`src/rtl/mult_karatsuba_seq_if.sv`:
```
// mult_karatsuba_seq_if: start/done multiplier handshake between controller and multiplier
interface mult_karatsuba_seq_if #(parameter int WIDTH = 32);
  logic               start;
  logic [WIDTH-1:0]   a;
  logic [WIDTH-1:0]   b;
  logic               busy;
  logic               done;
  logic [2*WIDTH-1:0] p;
  modport master (output start, a, b, input busy, done, p);
  modport slave (input start, a, b, output busy, done, p);
endinterface

```
`src/rtl/mult_karatsuba_seq.sv`:
```
// mult_karatsuba_seq: three-step Karatsuba multiplier sharing one (H+1)x(H+1) multiplier
module mult_karatsuba_seq #(
  parameter int WIDTH  = 32,
  parameter int SIGNED = 0
) (
  input logic clk,
  input logic rst_n,
  mult_karatsuba_seq_if.slave bus
);
  localparam int H  = WIDTH / 2;
  localparam int W2 = 2 * WIDTH;
  typedef enum logic [2:0] {IDLE, MUL_LO, MUL_HI, MUL_MID, COMBINE} state_t;
  state_t           state;
  logic [WIDTH-1:0] ar, br, a_mag, b_mag;
  logic             neg, done_r;
  logic [2*H-1:0]   z0, z2;
  logic [2*H+1:0]   z1, mid, mp;
  logic [H:0]       mx, my;
  logic [W2-1:0]    prod, p_r;
  always_comb begin
    a_mag = (SIGNED != 0 && bus.a[WIDTH-1]) ? -bus.a : bus.a;
    b_mag = (SIGNED != 0 && bus.b[WIDTH-1]) ? -bus.b : bus.b;
    // outside MUL_LO/MUL_HI the carry-kept half sums feed the shared multiplier
    mx = state == MUL_LO ? {1'b0, ar[H-1:0]} : state == MUL_HI ? {1'b0, ar[WIDTH-1:H]} :
         {1'b0, ar[H-1:0]} + {1'b0, ar[WIDTH-1:H]};
    my = state == MUL_LO ? {1'b0, br[H-1:0]} : state == MUL_HI ? {1'b0, br[WIDTH-1:H]} :
         {1'b0, br[H-1:0]} + {1'b0, br[WIDTH-1:H]};
    mp = mx * my;
    mid = z1 - {2'b0, z2} - {2'b0, z0};
    prod = {z2, {WIDTH{1'b0}}} + (W2'(mid) << H) + W2'(z0);
  end
  always_ff @(posedge clk or negedge rst_n) begin
    if (!rst_n) begin
      state  <= IDLE;
      ar     <= '0;
      br     <= '0;
      neg    <= 1'b0;
      z0     <= '0;
      z2     <= '0;
      z1     <= '0;
      p_r    <= '0;
      done_r <= 1'b0;
    end else begin
      done_r <= 1'b0;
      case (state)
        IDLE: if (bus.start) begin
          ar    <= a_mag;
          br    <= b_mag;
          neg   <= SIGNED != 0 && (bus.a[WIDTH-1] ^ bus.b[WIDTH-1]);
          state <= MUL_LO;
        end
        MUL_LO: begin
          z0    <= mp[2*H-1:0];
          state <= MUL_HI;
        end
        MUL_HI: begin
          z2    <= mp[2*H-1:0];
          state <= MUL_MID;
        end
        MUL_MID: begin
          z1    <= mp;
          state <= COMBINE;
        end
        COMBINE: begin
          p_r    <= neg ? -prod : prod;
          done_r <= 1'b1;
          state  <= IDLE;
        end
        default: state <= IDLE;
      endcase
    end
  end
  assign bus.busy = state != IDLE;
  assign bus.done = done_r;
  assign bus.p    = p_r;
endmodule
```
`src/flat_wrapper.sv`:
```
// flat-port wrapper written by rule: the top's interface ports become plain ports
module mult_karatsuba_seq_flat 
#(
  parameter int WIDTH  = 32,
  parameter int SIGNED = 0
)
  (clk, rst_n, bus_start, bus_a, bus_b, bus_busy, bus_done, bus_p);
  mult_karatsuba_seq_if #(.WIDTH(WIDTH)) bus_i ();
  input logic clk;
  input logic rst_n;
  input wire logic [$bits(bus_i.start)-1:0] bus_start;
  input wire logic [$bits(bus_i.a)-1:0] bus_a;
  input wire logic [$bits(bus_i.b)-1:0] bus_b;
  output wire logic [$bits(bus_i.busy)-1:0] bus_busy;
  output wire logic [$bits(bus_i.done)-1:0] bus_done;
  output wire logic [$bits(bus_i.p)-1:0] bus_p;
  assign bus_i.start = bus_start;
  assign bus_i.a = bus_a;
  assign bus_i.b = bus_b;
  assign bus_busy = bus_i.busy;
  assign bus_done = bus_i.done;
  assign bus_p = bus_i.p;
  mult_karatsuba_seq #(.WIDTH(WIDTH), .SIGNED(SIGNED)) u_core (.clk(clk), .rst_n(rst_n), .bus(bus_i));
endmodule
```
`config.mk`:
```
export PLATFORM = sky130hd
export DESIGN_NAME = mult_karatsuba_seq_flat
export DESIGN_NICKNAME = d
export VERILOG_FILES = /design/src/rtl/mult_karatsuba_seq_if.sv /design/src/rtl/mult_karatsuba_seq.sv /design/src/flat_wrapper.sv
export SDC_FILE = /design/constraint.sdc
export NUM_CORES = 1
export LEC_CHECK = 0
export CAP_MARGIN = 30
export CORE_ASPECT_RATIO = 0.9
export CORE_MARGIN = 3
export CORE_UTILIZATION = 25
export CTS_CLUSTER_SIZE = 8
export DETAILED_ROUTE_END_ITERATION = 7
export SLEW_MARGIN = 40
export SYNTH_ARGS = -nofsm -noshare
export SYNTH_HDL_FRONTEND = slang
export SYNTH_SLANG_ARGS = --single-unit
```
`constraint.sdc`:
```
create_clock -name clk -period 11.69 [get_ports clk]
set_clock_uncertainty 0.2 [all_clocks]
set_input_delay 2.338 -clock clk [delete_from_list [all_inputs] [get_ports clk]]
set_output_delay 2.338 -clock clk [all_outputs]
set_load 0.02 [all_outputs]
```
==> flow_summary_export.csv <==
group,metric,value,unit
yosys,synth-main-ff-cell,"dfrtp_1",
route,vias_per_cell,4.652,
yosys,synthArstFlopShare,100.0,%
min_path,hold_depth,2,
yosys,synth.distinct_cells,76,
clock_network,cts.hold.buffers_added,0,
finish,fillers,10240,
clock_network,cts_buffer_depth,3,
setup_path,critPathKind,"reg -> reg",
timing,period_share,75.73,%
grt,antenna_found_initial,0,
route,vias,19060,
finish,fin_nets,3374,
place,port_buffers,132,
run,maxCapViolCount,0,
yosys,synth-edff-count,0,
yosys,synth_cells,2744,
finish,ff_latch_area,5756,sq um
route,drc_errors,0,
route,dr.pass1.iters,7,
route,wire_per_inst,16.80,um
setup_path,cp-end-kind,"register",
setup_path,crit_path_top_delay_cell,"a21o_1",
timing,period_needed,8852,ps
timing,max_slew_margin,41.59,%
route,ant_nets,0,
grt,grt_pass1_wl,109.9,mm
clock_network,cts_sinks,230,
yosys,synth_area,24320,sq um
setup_path,cp_max_fo,17,
timing,slew_viol_final,0,
yosys,synth_seq_area_share,23.66,%
place,routabilityCongestion,0.8988,
floorplan,ioPinCount,133,
floorplan,rows,107,
clock_network,cts_tree,"built",
clock_network,post-cts-setup-buffers,0,
clock_network,cts_htree_levels,2,
timing,tns,0,ps
timing,fmax,113.0,MHz
setup_path,r2r_cells,31,
min_path,worst_hold_path_type,"reg -> reg",
finish,syn_to_final_growth,15.45,%
floorplan,core,95590,sq um
clock_network,root_buffer,"clkbuf_16",
timing,rsz0062_at_grt,"no",
clock_network,clock_latency,540,ps
setup_path,critPathMaxStageDelay,550,ps
yosys,synth_seq_cells,230,
clock_network,path_clk_slew,50,ps
timing,worst_pin_slew,876.2,ps
grt,track_usage,13.70,%
setup_path,crit_top_cell,"fa_1",
run_status,status,"finished, final reports clean",
setup_path,start_kind,"register",
floorplan,dieArea,101100,sq um
finish,drive_above_1_share,5.940,%
floorplan,fp.dieH,301.9,um
route,wl,68.83,mm
floorplan,die_w,334.8,um
finish,n_antenna_cell,0,
route,drtIter0Drc,1301,
timing,report.final.hold_viol_count,0,
yosys,syn_nets,3279,
grt,grt_max_degree,97,
floorplan,initial_utilization,25.45,%
finish,multi_input_area,16790,sq um
grt,grt_pass1_vias,19060,
setup_path,critPathArrivalTime,9040,ps
timing,setup_violations,0,
clock_network,post_cts_resized,0,
yosys,avgSynthCellArea,8.865,sq um
yosys,ys_warn_count,0,
clock_network,cts_made_buffers,35,
grt,overflow,0,
place,hpwl,55.10,mm
setup_path,cp.required,11870,ps
[per-stage QoR]
step / setup WS (ps) / instances / utilization (%) / hold WS, ps / cell area [sq um]
2_1_floorplan: 3678 / 2744 / - / 249.8 / 24320
3_3_place_gp: 2917 / 4054 / 28.26 / 261.5 / 27010
3_5_place_dp: 2925 / 4055 / 28.33 / 270.0 / 27080
4_1_cts: 2887 / 4098 / 29.36 / 281.1 / 28060
5_1_grt: 2105 / 4098 / 29.38 / 298.1 / 28080
6_report: 2838 / 4098 / 29.38 / 273.7 / 28080
[registers in the layout, indices dropped and copies added (netlist names)]
| name | flops |
|---|---|
| u_core.bus.p | 64 |
| u_core.state | 3 |
| u_core.z2 | 32 |
| u_core.z1 | 34 |
| u_core.bus.done | 1 |
| u_core.ar | 32 |
| u_core.z0 | 32 |
| u_core.br | 32 |
[final timing paths]
kind	startpoint	to	slack, ps
max	u_core.ar[0]	u_core.z0[31]	2840
min	u_core.bus.p[34]	u_core.bus.p[34]	270
max reg2reg	u_core.ar[0]	u_core.z0[31]	2840
min reg2reg	u_core.bus.p[34]	u_core.bus.p[34]	270
max in group asynchronous	rst_n	u_core.br[12]	8770
min in group asynchronous	rst_n	u_core.bus.p[28]	1510
[final cells by class]
cell class	instances	share of cell area (%)
multi-input combinational	2034	59.80
sequential	230	20.49
tap	1253	5.583
timing repair buffer	159	5.569
inverter	379	5.066
clock buffer	39	3.279
clock inverter	4	0.2139
[logic make-up (layout without fill, tap and decap cells)]
kind of cell / count (synthesis) / in the layout / share of synthesized area, %
AND/OR/NAND/NOR: 775 / 775 / 13.97
flip-flops: 230 / 230 / 23.66
adder cells (fa/ha/maj): 468 / 468 / 32.07
multiplexers: 67 / 67 / 3.086
XOR/XNOR: 126 / 126 / 4.537
AO/OA/AOI/OAI: 598 / 598 / 15.03
buffers and inverters: 480 / 581 / 7.649
[layout by cell type (no fill, tap or decap), types with 29 or more instances in the layout]
cell	n
a21o_1	73
a21oi_1	128
and2_1	57
clkbuf_16	35
clkdlybuf4s50_1	131
dfrtp_1	230
fa_1	259
ha_1	209
inv_1	379
mux2_2	64
nand2_1	418
nand3_1	29
nor2_1	147
nor3_1	29
o21a_1	29
o21ai_0	224
xnor2_1	73
xor2_1	53
[synthesized netlist by cell type (all sizes together), types with 57 or more instances]
master | number | area (sq um)
nand2 | 420 | 1577
inv | 379 | 1423
fa | 259 | 5185
o21ai | 240 | 1209
dfrtp | 230 | 5756
ha | 209 | 2615
nor2 | 148 | 555.5
a21oi | 132 | 660.6
clkbuf | 85 | 324.1
a21o | 74 | 556.8
xnor2 | 73 | 639.4
mux2 | 64 | 720.7
and2 | 57 | 356.6
[worst max-delay path, delay by kind of cell (launching register included)]
family / cells / cell delay [ps]
compound gates: 14 / 3140
buf+inv: 4 / 210
fa+ha+maj: 9 / 3970
xor+xnor: 2 / 410
flops: 1 / 400
simple gates: 2 / 350
[per-layer routing]
layer / up-vias / share of wire [%] / GRT usage (%)
met5: - / 0 / 0
met3: 86 / 7.2 / 3.145
li1: 9184 / - / -
met1: 9224 / 49 / 19.98
met2: 568 / 42 / 20.75
met4: 0 / 1.6 / 2.638
Power is left out: the tool's default activity adds up to more than one toggle a clock period on the data nets, which glitch-free logic cannot reach.
